[config.mk]
export PLATFORM = sky130hd
export DESIGN_NAME = cdc_handshake_receiver
export DESIGN_NICKNAME = d
export VERILOG_FILES = /design/src/rtl/cdc_pkg.sv /design/src/rtl/bit_synchronizer.sv /design/src/rtl/cdc_handshake_receiver.sv
export SDC_FILE = /design/constraint.sdc
export NUM_CORES = 1
export LEC_CHECK = 0
export ABC_AREA = 1
export ABC_CLOCK_PERIOD_IN_PS = 2400
export BUFFER_PORTS_ARGS = -buffer_cell sky130_fd_sc_hd__buf_2
export CAP_MARGIN = 20
export CORE_UTILIZATION = 55
export CTS_CLUSTER_DIAMETER = 80
export DETAILED_ROUTE_END_ITERATION = 10
export PLACE_DENSITY_LB_ADDON = 0.08
export RECOVER_POWER = 25
export SLEW_MARGIN = 20
export SYNTH_ARGS = -nofsm -noshare
export SYNTH_HDL_FRONTEND = slang
export SYNTH_SLANG_ARGS = --single-unit
[constraint.sdc]
create_clock -name clk -period 2.4 [get_ports clk]
set_input_delay 0.12 -clock clk [delete_from_list [all_inputs] [get_ports clk]]
set_output_delay 0.12 -clock clk [all_outputs]
set_load 0.1 [all_outputs]
[src/rtl/cdc_pkg.sv]
// Shared types and constants for the CDC handshake receiver slice.
package cdc_pkg;

   typedef enum logic [1:0] {
      INIT,
      IDLE,
      ACK
   } rx_state_t;

   localparam int MIN_SYNC_STAGES = 2;

endpackage

[src/rtl/bit_synchronizer.sv]
// Multi-flop synchronizer for a single asynchronous level signal.
module bit_synchronizer
   import cdc_pkg::*;
#(
   parameter int STAGES = 2
) (
   input  logic clk,
   input  logic resetn,
   input  logic i_Async,
   output logic o_Sync
);

   generate
      if (STAGES < MIN_SYNC_STAGES) begin : g_stage_check
         $error("bit_synchronizer: STAGES must be at least %0d", MIN_SYNC_STAGES);
      end
   endgenerate

   logic [STAGES-1:0] chain;

   always_ff @(posedge clk or negedge resetn) begin
      if (!resetn) begin
         chain <= '0;
      end else begin
         chain <= {chain[STAGES-2:0], i_Async};
      end
   end

   assign o_Sync = chain[STAGES-1];

endmodule

[src/rtl/cdc_handshake_receiver.sv]
// Destination side of a 4-phase req/ack handshake: synchronises the request,
// captures the quasi-static source word and returns the acknowledge.
module cdc_handshake_receiver
   import cdc_pkg::*;
#(
   parameter int DATA_WIDTH  = 8,
   parameter int SYNC_STAGES = 2,
   parameter int CNT_WIDTH   = 16
) (
   input  logic                  clk,
   input  logic                  resetn,
   input  logic                  i_Req,
   input  logic [DATA_WIDTH-1:0] i_Src_Data,
   output logic                  o_Ack,
   output logic [DATA_WIDTH-1:0] o_Output_Data,
   output logic                  o_Data_Valid,
   output logic                  o_Busy,
   output logic [CNT_WIDTH-1:0]  o_Xfer_Count
);

   localparam int SETTLE_W = $clog2(SYNC_STAGES + 1);

   logic                req_s;
   rx_state_t           state;
   logic [SETTLE_W-1:0] settle;

   bit_synchronizer #(
      .STAGES (SYNC_STAGES)
   ) u_req_sync (
      .clk     (clk),
      .resetn  (resetn),
      .i_Async (i_Req),
      .o_Sync  (req_s)
   );

   // The chain comes out of reset all zero, so req_s only reflects the real
   // i_Req after SYNC_STAGES edges; INIT waits that long before trusting a
   // low req_s, otherwise a request held across reset would be captured again.
   always_ff @(posedge clk or negedge resetn) begin
      if (!resetn) begin
         state         <= INIT;
         settle        <= '0;
         o_Ack         <= 1'b0;
         o_Output_Data <= '0;
         o_Data_Valid  <= 1'b0;
         o_Busy        <= 1'b1;
         o_Xfer_Count  <= '0;
      end else begin
         o_Data_Valid <= 1'b0;
         case (state)
            INIT: begin
               if (settle != SETTLE_W'(SYNC_STAGES)) begin
                  settle <= settle + SETTLE_W'(1);
               end else if (!req_s) begin
                  state  <= IDLE;
                  o_Busy <= 1'b0;
               end
            end
            IDLE: begin
               if (req_s) begin
                  o_Output_Data <= i_Src_Data;
                  o_Data_Valid  <= 1'b1;
                  o_Ack         <= 1'b1;
                  o_Xfer_Count  <= o_Xfer_Count + CNT_WIDTH'(1);
                  o_Busy        <= 1'b1;
                  state         <= ACK;
               end
            end
            ACK: begin
               if (!req_s) begin
                  o_Ack  <= 1'b0;
                  o_Busy <= 1'b0;
                  state  <= IDLE;
               end
            end
            default: begin
               state  <= INIT;
               settle <= '0;
               o_Ack  <= 1'b0;
               o_Busy <= 1'b1;
            end
         endcase
      end
   end

endmodule
==> results.json, run 1 <==
{
  "drt_pre_antenna_iters": 4,
  "ctsHtreeMaxLevel": 2,
  "hold_start": "u_req_sync.chain[0]$_DFF_PN0_",
  "ctsRootBufferMaster": "clkbuf_4",
  "vias_per_cell": 4.99,
  "avgRoutedWirePerCell_um": 11.8,
  "rrSetupSlack_ns": 0.76,
  "finalCriticalPeriod_ns": 1.64,
  "initial_core_util_pct": 60.0,
  "met1_usage_pct": 28.6,
  "netlist_instances": 167,
  "busiest_layer": "met2",
  "synth_warnings": 0,
  "final_common_cell": "nand2_1",
  "reg2reg_depth": 6,
  "grt_pass1_wl_um": 4640,
  "cts_resized": 0,
  "fp.dieW_um": 54.7,
  "avgSynthCellArea_um2": 9.15,
  "netlist.area_leader.share_pct": 52.4,
  "post_cts_buffers": 0,
  "endpoint_kind": "register",
  "drive_gt1_share_pct": 24.7,
  "setup_viol": 0,
  "finalCoreUtilization_pct": 74.5,
  "cts_tree": "built",
  "grt_max_degree": 34,
  "die_area_um2": 2990,
  "n_fill_cell": 208,
  "powerDensity_nw_per_um2": 1330,
  "track_usage_pct": 23.1,
  "crit_required_ns": 2.61,
  "clock_sink_count": 33,
  "synth_area_um2": 1530,
  "crit_fanout": 14,
  "die_h_um": 54.7,
  "synth_cell_types": 22,
  "layout_common_cells": "nand2_1 (51), buf_2 (37), dfrtp_1 (32)",
  "regArea_um2": 827,
  "grt.met2_usage_pct": 35.5,
  "synth_seq_cells": 33,
  "final_area_um2": 1900,
  "grt_pass1_vias": 1085,
  "cts_buffer_depth": 2,
  "syn_nets": 183,
  "num_rows": 18,
  "period_share_pct": 68.3,
  "num_io_pins": 38,
  "syn2layout_area_growth_pct": 24.1,
  "p_leak_nw": 1.05,
  "placed_area_um2": 1740,
  "drc": 0,
  "diodes": 0,
  "whs_path_depth": 0,
  "finalHoldViolations": 0,
  "drt-total-wl_um": 2930,
  "min_path_type": "reg2reg",
  "worst-slew-pin-transition_ns": 0.707,
  "status": "finished, final reports clean",
  "grt_setup_unrepaired": "false",
  "via_count": 1243,
  "cap_viol_max_count": 0,
  "cp-start-kind": "register",
  "gp_congestion": 0.797,
  "finalWorstSetupSlack_ns": 0.761,
  "grt_overflow": 0,
  "worstPathArrival_ns": 1.85,
  "ys_seq_area_share_pct": 54.1,
  "r2r_end": "o_Xfer_Count[9]$_DFFE_PN0P_",
  "ir_worst_vdd_mv": 1.47,
  "cts_buffers": 5,
  "drtIter0Drc": 18,
  "holdPathEnd": "u_req_sync.chain[1]$_DFF_PN0_",
  "dp.final_hpwl_um": 2090,
  "grt_antenna_before_repair": 0,
  "core-area_um2": 2540,
  "io_buffers": 37,
  "ys_top_cells_by_area": "dfrtp_1 (52%), nand2_1 (13%), inv_1 (4.7%)",
  "maxSlewHeadroom_pct": 52.9,
  "dp_slack_ns": 0.788,
  "num-nets-final": 235,
  "clk_latency_ns": 0.33,
  "drtAntennaViolNets": 0,
  "fmaxAchievable_mhz": 610,
  "r2r_start": "state[1]$_DFFE_PN0P_",
  "multi_input_area_um2": 616,
  "critPathKind": "reg2reg",
  "finalPower_w": 0.00252,
  "fin_worst_skew_ns": 0.00539,
  "grt.met3_usage_pct": 6.11,
  "synth_top_cell_by_area": "dfrtp_1",
  "finalSetupTns_ns": 0,
  "crit_start": "state[1]$_DFFE_PN0P_",
  "clk_pin_slew_ns": 0.09,
  "slew_viol_final": 0
}
==> where the power goes <==
group	switching [W]	total, W	internal [W]
clock network	0.000168	0.000306	0.000138
logic	0.00117	0.00140	0.000234
registers	0.000102	0.000811	0.000710
==> worst max-delay path by stage <==
stage                                        end  slack [ns]  cells past startpoint
floorplan           o_Xfer_Count[14]$_DFFE_PN0P_        0.39                      8
global placement     o_Xfer_Count[9]$_DFFE_PN0P_        0.87                      6
detailed placement   o_Xfer_Count[9]$_DFFE_PN0P_        0.79                      6
CTS                  o_Xfer_Count[9]$_DFFE_PN0P_        0.77                      6
global route         o_Xfer_Count[2]$_DFFE_PN0P_        0.61                      6
finish               o_Xfer_Count[9]$_DFFE_PN0P_        0.76                      6
==> cell families after synthesis <==
logic type	share of synthesized area [%]
AOI/OAI and AO/OA	3.36
xor gates and xnor gates	6.31
adders and majority gates	4.10
buffers and inverters	5.57
DFF	54.1
and+or+nand+nor	26.5
==> per-layer routing <==
layer	up-vias	share of wire, %
met5	-	0
met4	0	2.5
met3	8	5.2
met2	36	47
met1	576	45
li1	623	-
==> cell type report <==
| type | count | area share [%] |
|---|---|---|
| Timing Repair Buffer | 47 | 15.0 |
| Sequential cell | 33 | 43.6 |
| Multi-Input combinational cell | 112 | 32.5 |
| Inverter | 20 | 3.96 |
| Tap cell | 30 | 1.98 |
| Clock buffer | 7 | 2.90 |
==> metrics by stage <==
step | hold slack [ns] | std cells
CTS | 0.368 | 249
global route | 0.389 | 249
global placement | 0.207 | 232
floorplan | -0.176 | 167
finish | 0.363 | 249
detailed placement | 0.217 | 232
==> state kept, by name, summed over array words and instances, names as in the netlist <==
signal and cells:
u_req_sync.chain 2, o_Busy 1, state 2, o_Output_Data 8, o_Xfer_Count 16, o_Data_Valid 1
o_Ack 1, settle 2
==> timing repair <==
item	4_1_cts	5_1_grt
endpoints found under the setup margin	0	0
endpoints found under the hold margin	41	0
hold buffers	10	0
==> worst max-delay path, cell delays in order (launching register included) <==
cell     delay (ns)
dfrtp_1        0.41
inv_1          0.10
ha_1           0.25
nand2_4        0.17
inv_1          0.31
nand3_1        0.14
xnor2_1        0.14
==> Yosys cell counts (all sizes together) <==
master   n
xor2     4
nand2   55
o22ai    1
nand4    3
buf      2
nor2    17
a21oi    2
o21ai    7
dfrtp   32
inv     20
ha       5
dfstp    1
nand3    7
nor3     4
xnor2    7
No activity file was read; power rests on OpenSTA's default activity.
==> run 2, diff against run 1 <==
Settings changed: ABC_CLOCK_PERIOD_IN_PS 2400 to 1620, CORE_UTILIZATION 55 to 52.
Clock period 2.4 ns to 1.62 ns, I/O delays scaled along.
==> run 2 against run 1 <==
  * Clock power increased by 120%
  * Global-route usage decreased by 0.55 points
  * Cell count increased by 1.2%
  * Cell area increased by 4.5%
  * Clock skew increased by 0.0091 ns
  * Critical endpoint is now o_Xfer_Count[15]$_DFFE_PN0P_
  * Largest cell class unchanged
  * Highest routed layer unchanged
==> results.json, run 2 (same netlist as run 1, synthesis figures left out) <==
{
  "status": "finished, final reports clean",
  "fin_worst_skew_ns": 0.0145,
  "cpPeakStageDelay_ns": 0.42,
  "drtIter0Drc": 45,
  "n_fill_cell": 208,
  "final_common_cell": "nand2_1",
  "fp.dieW_um": 56.2,
  "crit_buf_inv": 1,
  "clk_pin_slew_ns": 0.11,
  "final_area_um2": 1980,
  "core-area_um2": 2780,
  "ir_worst_vdd_mv": 2.04,
  "cap_viol_max_count": 0,
  "via_count": 1257,
  "top_regs": "o_Xfer_Count: 16 flops, o_Output_Data: 8 flops",
  "finalCoreUtilization_pct": 71.2,
  "die_area_um2": 3160,
  "grt_setup_unrepaired": "false",
  "drc": 0,
  "critPathKind": "reg2reg",
  "finalSetupTns_ns": 0,
  "die_h_um": 56.2,
  "ctsRootBufferMaster": "clkbuf_4",
  "largest-register": "o_Xfer_Count",
  "initial_core_util_pct": 54.9,
  "setup_viol": 0,
  "power_frac_seq_pct": 30.8,
  "p_sw_share_pct": 54.8,
  "track_usage_pct": 22.5,
  "fmaxAchievable_mhz": 691,
  "dp.final_hpwl_um": 2080,
  "p_switching_w": 0.00220,
  "grt_overflow": 0,
  "ctsHtreeMaxLevel": 2,
  "crit_slowest_cell": "dfrtp_1",
  "num_io_pins": 38,
  "p_leak_nw": 1.04,
  "drt_pre_antenna_iters": 4,
  "diodes": 0,
  "critPathTopFamily": "simple AND/OR/NAND/NOR gates",
  "pwr-share-clk_pct": 16.5,
  "finalHoldViolations": 0,
  "vias_per_cell": 4.99,
  "worst-slew-pin-transition_ns": 0.775,
  "min_path_type": "in2async",
  "drt-total-wl_um": 3070,
  "cts_tree": "built",
  "num_rows": 19,
  "worstPathArrival_ns": 1.69,
  "multi_input_area_um2": 637,
  "grt_pass1_wl_um": 5330,
  "clock_sink_count": 33,
  "post_cts_buffers": 0,
  "critical_path.cell_chain": "inv_2, ha_4, nand2_8, nor2_4, nand2_2, o21ai_1, nand2_1",
  "drtAntennaViolNets": 0,
  "regArea_um2": 848,
  "endpoint_kind": "register",
  "p_comb_share_pct": 52.8,
  "syn2layout_area_growth_pct": 29.6,
  "crit_fanout": 14,
  "cp-start-kind": "register",
  "crit_required_ns": 1.86,
  "largest_register_ffs": 16,
  "p_int_w": 0.00182,
  "powerDensity_nw_per_um2": 2030,
  "clk_latency_ns": 0.35,
  "slew_viol_final": 0,
  "avgRoutedWirePerCell_um": 12.2,
  "drive_gt1_share_pct": 32.6,
  "num-nets-final": 236,
  "placed_area_um2": 1770,
  "cts_buffers": 5,
  "grt_pass1_vias": 1213,
  "gp_congestion": 0.869,
  "period_share_pct": 89.4,
  "layout_common_cells": "nand2_1 (51), buf_2 (36), dfrtp_1 (19)",
  "grt_max_degree": 34,
  "cts_buffer_depth": 2,
  "io_buffers": 37,
  "maxSlewHeadroom_pct": 48.4,
  "finalCriticalPeriod_ns": 1.45,
  "grt_antenna_before_repair": 0
}
==> run 2: power groups by stage <==
stage	clock network (W)	logic, W	registers [W]
2_1_floorplan	0	0.000460	0.00251
6_report	0.000661	0.00212	0.00123
5_1_grt	0.000706	0.00223	0.00126
3_3_place_gp	0	0.00204	0.00123
3_5_place_dp	0	0.00206	0.00124
4_1_cts	0.000675	0.00208	0.00122
==> run 2: path summary, 6_finish.rpt <==
kind | slack, ns | to | cells after the start | start
min in group clk | 0.38 | u_req_sync.chain[1]$_DFF_PN0_ | 0 | u_req_sync.chain[0]$_DFF_PN0_
max in group asynchronous | 0.72 | o_Xfer_Count[0]$_DFFE_PN0P_ | 2 | resetn
worst max-delay path | 0.17 | o_Xfer_Count[15]$_DFFE_PN0P_ | 7 | state[1]$_DFFE_PN0P_
worst max register to register | 0.17 | o_Xfer_Count[15]$_DFFE_PN0P_ | 7 | state[1]$_DFFE_PN0P_
worst min register to register | 0.38 | u_req_sync.chain[1]$_DFF_PN0_ | 0 | u_req_sync.chain[0]$_DFF_PN0_
worst min-delay path | 0.33 | u_req_sync.chain[0]$_DFF_PN0_ | 2 | resetn
==> run 2: area by class of cell <==
type	instances	area share, %
Sequential cell	33	42.8
Multi-Input combinational cell	112	32.2
Timing Repair Buffer	48	14.8
Inverter	20	3.79
Clock buffer	6	2.59
Tap cell	31	1.96
Clock inverter	2	1.90
==> run 2: repair_timing <==
item | in CTS | in global routing
gates resized for setup | 0 | 4
endpoints found under the hold margin | 41 | 0
hold buffers | 10 | 0
setup endpoints to repair | 0 | 7
==> run 2: layer usage <==
layer,routed length (um),vias to the layer above,global-route usage [%]
met5,0,-,0
met4,43,0,7.32
met3,147,6,8.14
met2,1440,36,35.9
met1,1430,591,28.7
li1,-,624,-
==> run 2: stage by stage <==
stage | setup WS, ns | total power (W) | hold slack, ns | instances
after floorplan | 0.0192 | 0.00297 | -0.215 | 167
after global placement | 0.145 | 0.00326 | 0.165 | 234
after detailed placement | 0.0485 | 0.00330 | 0.182 | 234
after CTS | 0.0387 | 0.00398 | 0.332 | 252
after global routing | 0.00939 | 0.00420 | 0.380 | 252
final | 0.172 | 0.00401 | 0.330 | 252
==> run 3, diff against run 2 <==
Settings changed: ABC_CLOCK_PERIOD_IN_PS 1620 to 1300, CORE_UTILIZATION 52 to 47.
Clock period 1.62 ns to 1.3 ns, I/O delays scaled along.
==> run 3 against run 2 <==
  * Clock power grew 19%
  * Largest power group unchanged
  * Largest cell class unchanged
  * Global-route usage shrank 0.74 points
  * The run now ends with setup timing left
  * Hold slack gained 0.026 ns
  * Register-to-register slack lost 0.18 ns
  * First-iteration DRC count grew 22%
  * Cell area grew 13%
  * Clock skew shrank 0.0019 ns
  * Critical path depth is the same
  * Flip-flop and latch count is the same
  * Core utilization grew 1.4 points
  * Cell count grew 9.9%
==> results.json, run 3 (same netlist as run 1, synthesis figures left out) <==
{
  "slew_viol_final": 0,
  "grt_antenna_before_repair": 0,
  "worstPathArrival_ns": 1.54,
  "drc": 0,
  "cts_tree": "built",
  "period_share_pct": 100,
  "ir_worst_vdd_mv": 2.70,
  "crit_path_end": "o_Xfer_Count[15]$_DFFE_PN0P_",
  "crit_fanout": 6,
  "initial_core_util_pct": 49.6,
  "drtIter0Drc": 55,
  "drive_gt1_share_pct": 42.9,
  "die_area_um2": 3480,
  "holdWs_ns": 0.356,
  "ctsHtreeMaxLevel": 2,
  "p_leak_nw": 1.10,
  "critical_path.cell_chain": "inv_2, ha_4, nand2_8, nor2_4, nand2_2, o21ai_2, nand2_1",
  "gp_congestion": 0.806,
  "core-area_um2": 3080,
  "clock_sink_count": 33,
  "path_depth": 7,
  "crit_slowest_cell": "dfrtp_1",
  "grt_pass1_wl_um": 5530,
  "ctsRootBufferMaster": "clkbuf_4",
  "r2r_end": "o_Xfer_Count[15]$_DFFE_PN0P_",
  "crit_required_ns": 1.53,
  "finalSetupTns_ns": -0.0101,
  "top_regs": "o_Xfer_Count: 16 flops, o_Output_Data: 8 flops",
  "crit_buf_inv": 1,
  "drtAntennaViolNets": 0,
  "critPathTopFamily": "simple AND/OR/NAND/NOR gates",
  "cap_viol_max_count": 0,
  "critPathKind": "reg2reg",
  "dp_slack_ns": -0.103,
  "vias_per_cell": 4.73,
  "setup_viol": 2,
  "track_usage_pct": 21.8,
  "grt_overflow": 0,
  "grt_max_degree": 34,
  "finalHoldViolations": 0,
  "largest_register_ffs": 16,
  "io_buffers": 37,
  "worst-slew-pin-transition_ns": 0.793,
  "cts_buffers": 5,
  "crit_start": "state[1]$_DFFE_PN0P_",
  "finalWorstSetupSlack_ns": -0.00531,
  "cpPeakStageDelay_ns": 0.40,
  "finalPower_w": 0.00545,
  "r2r_start": "state[1]$_DFFE_PN0P_",
  "m1WireLength_um": 1460,
  "dp.final_hpwl_um": 2240,
  "via_count": 1310,
  "finalCriticalPeriod_ns": 1.31,
  "layout_common_cells": "nand2_1 (49), buf_2 (24), inv_1 (17), buf_4 (17), dfrtp_1 (16)",
  "rrSetupSlack_ns": -0.005,
  "final_common_cell": "nand2_1",
  "min_path_type": "in2reg",
  "maxSlewHeadroom_pct": 47.2,
  "num_io_pins": 38,
  "status": "complete, but fails checks",
  "powerDensity_nw_per_um2": 2440,
  "largest-register": "o_Xfer_Count",
  "n_fill_cell": 217,
  "grt_pass1_vias": 1266,
  "violations": "setup timing",
  "dr_wl_met3_um": 137,
  "cts_buffer_depth": 2,
  "die_h_um": 59.0,
  "clk_pin_slew_ns": 0.11,
  "top_layer_used": "met4",
  "syn2layout_area_growth_pct": 46.4,
  "drt_pre_antenna_iters": 4,
  "num_rows": 20,
  "wl_met2_um": 1750,
  "endpoint_kind": "register",
  "avgRoutedWirePerCell_um": 12.2,
  "reg2reg_depth": 7,
  "num-nets-final": 248,
  "fin_worst_skew_ns": 0.0126,
  "fp.dieW_um": 59.0,
  "cp-start-kind": "register",
  "grt_setup_unrepaired": "true",
  "fmaxAchievable_mhz": 766,
  "diodes": 0,
  "drt-total-wl_um": 3390,
  "clk_latency_ns": 0.34
}
## run 3: how the worst min path moves through the flow
stage / from / endpoint / cells after the start
5_1_grt: i_Req / u_req_sync.chain[0]$_DFF_PN0_ / 2
6_report: i_Req / u_req_sync.chain[0]$_DFF_PN0_ / 2
3_5_place_dp: resetn / settle[0]$_DFFE_PN0P_ / 2
2_1_floorplan: resetn / o_Ack$_DFFE_PN0P_ / 0
4_1_cts: resetn / settle[0]$_DFFE_PN0P_ / 3
3_3_place_gp: resetn / o_Ack$_DFFE_PN0P_ / 2
## run 3: cell type report
| class | instances | area, um^2 | area share, % |
|---|---|---|---|
| timing repair buffer | 60 | 429 | 19.2 |
| tap | 44 | 55.1 | 2.46 |
| clock buffer | 5 | 37.5 | 1.68 |
| inverter | 20 | 75.1 | 3.36 |
| sequential | 33 | 880 | 39.3 |
| clock inverter | 3 | 46.3 | 2.07 |
| multi-input combinational | 112 | 713 | 31.9 |
## run 3: metrics by stage
step / std cells / cell area [um^2] / util [%]
floorplan: 167 / 1600 / -
global placement: 255 / 1910 / 62.1
detailed placement: 255 / 1910 / 62.1
CTS: 274 / 2140 / 69.6
global route: 277 / 2240 / 72.6
finish: 277 / 2240 / 72.6
## run 3: what timing repair did
action                                 CTS  global route
endpoints found under the hold margin   41             0
pin swaps                                1             7
setup endpoints to repair               30            32
hold buffers                            10             0
gates resized for setup                 15            22
setup buffers                            1             3
## run 3: power by group
part / total [W] / internal (W) / switching, W
Sequential: 0.00159 / 0.00135 / 0.000234
Combinational: 0.00308 / 0.000766 / 0.00231
Clock: 0.000784 / 0.000407 / 0.000377
Total: 0.00545 / 0.00253 / 0.00292
## run 3: layer usage
metal,vias to the layer above,global-route usage (%)
met1,620,25.1
met2,35,38.5
met4,0,7.48
li1,650,-
met3,5,6.55
met5,-,0
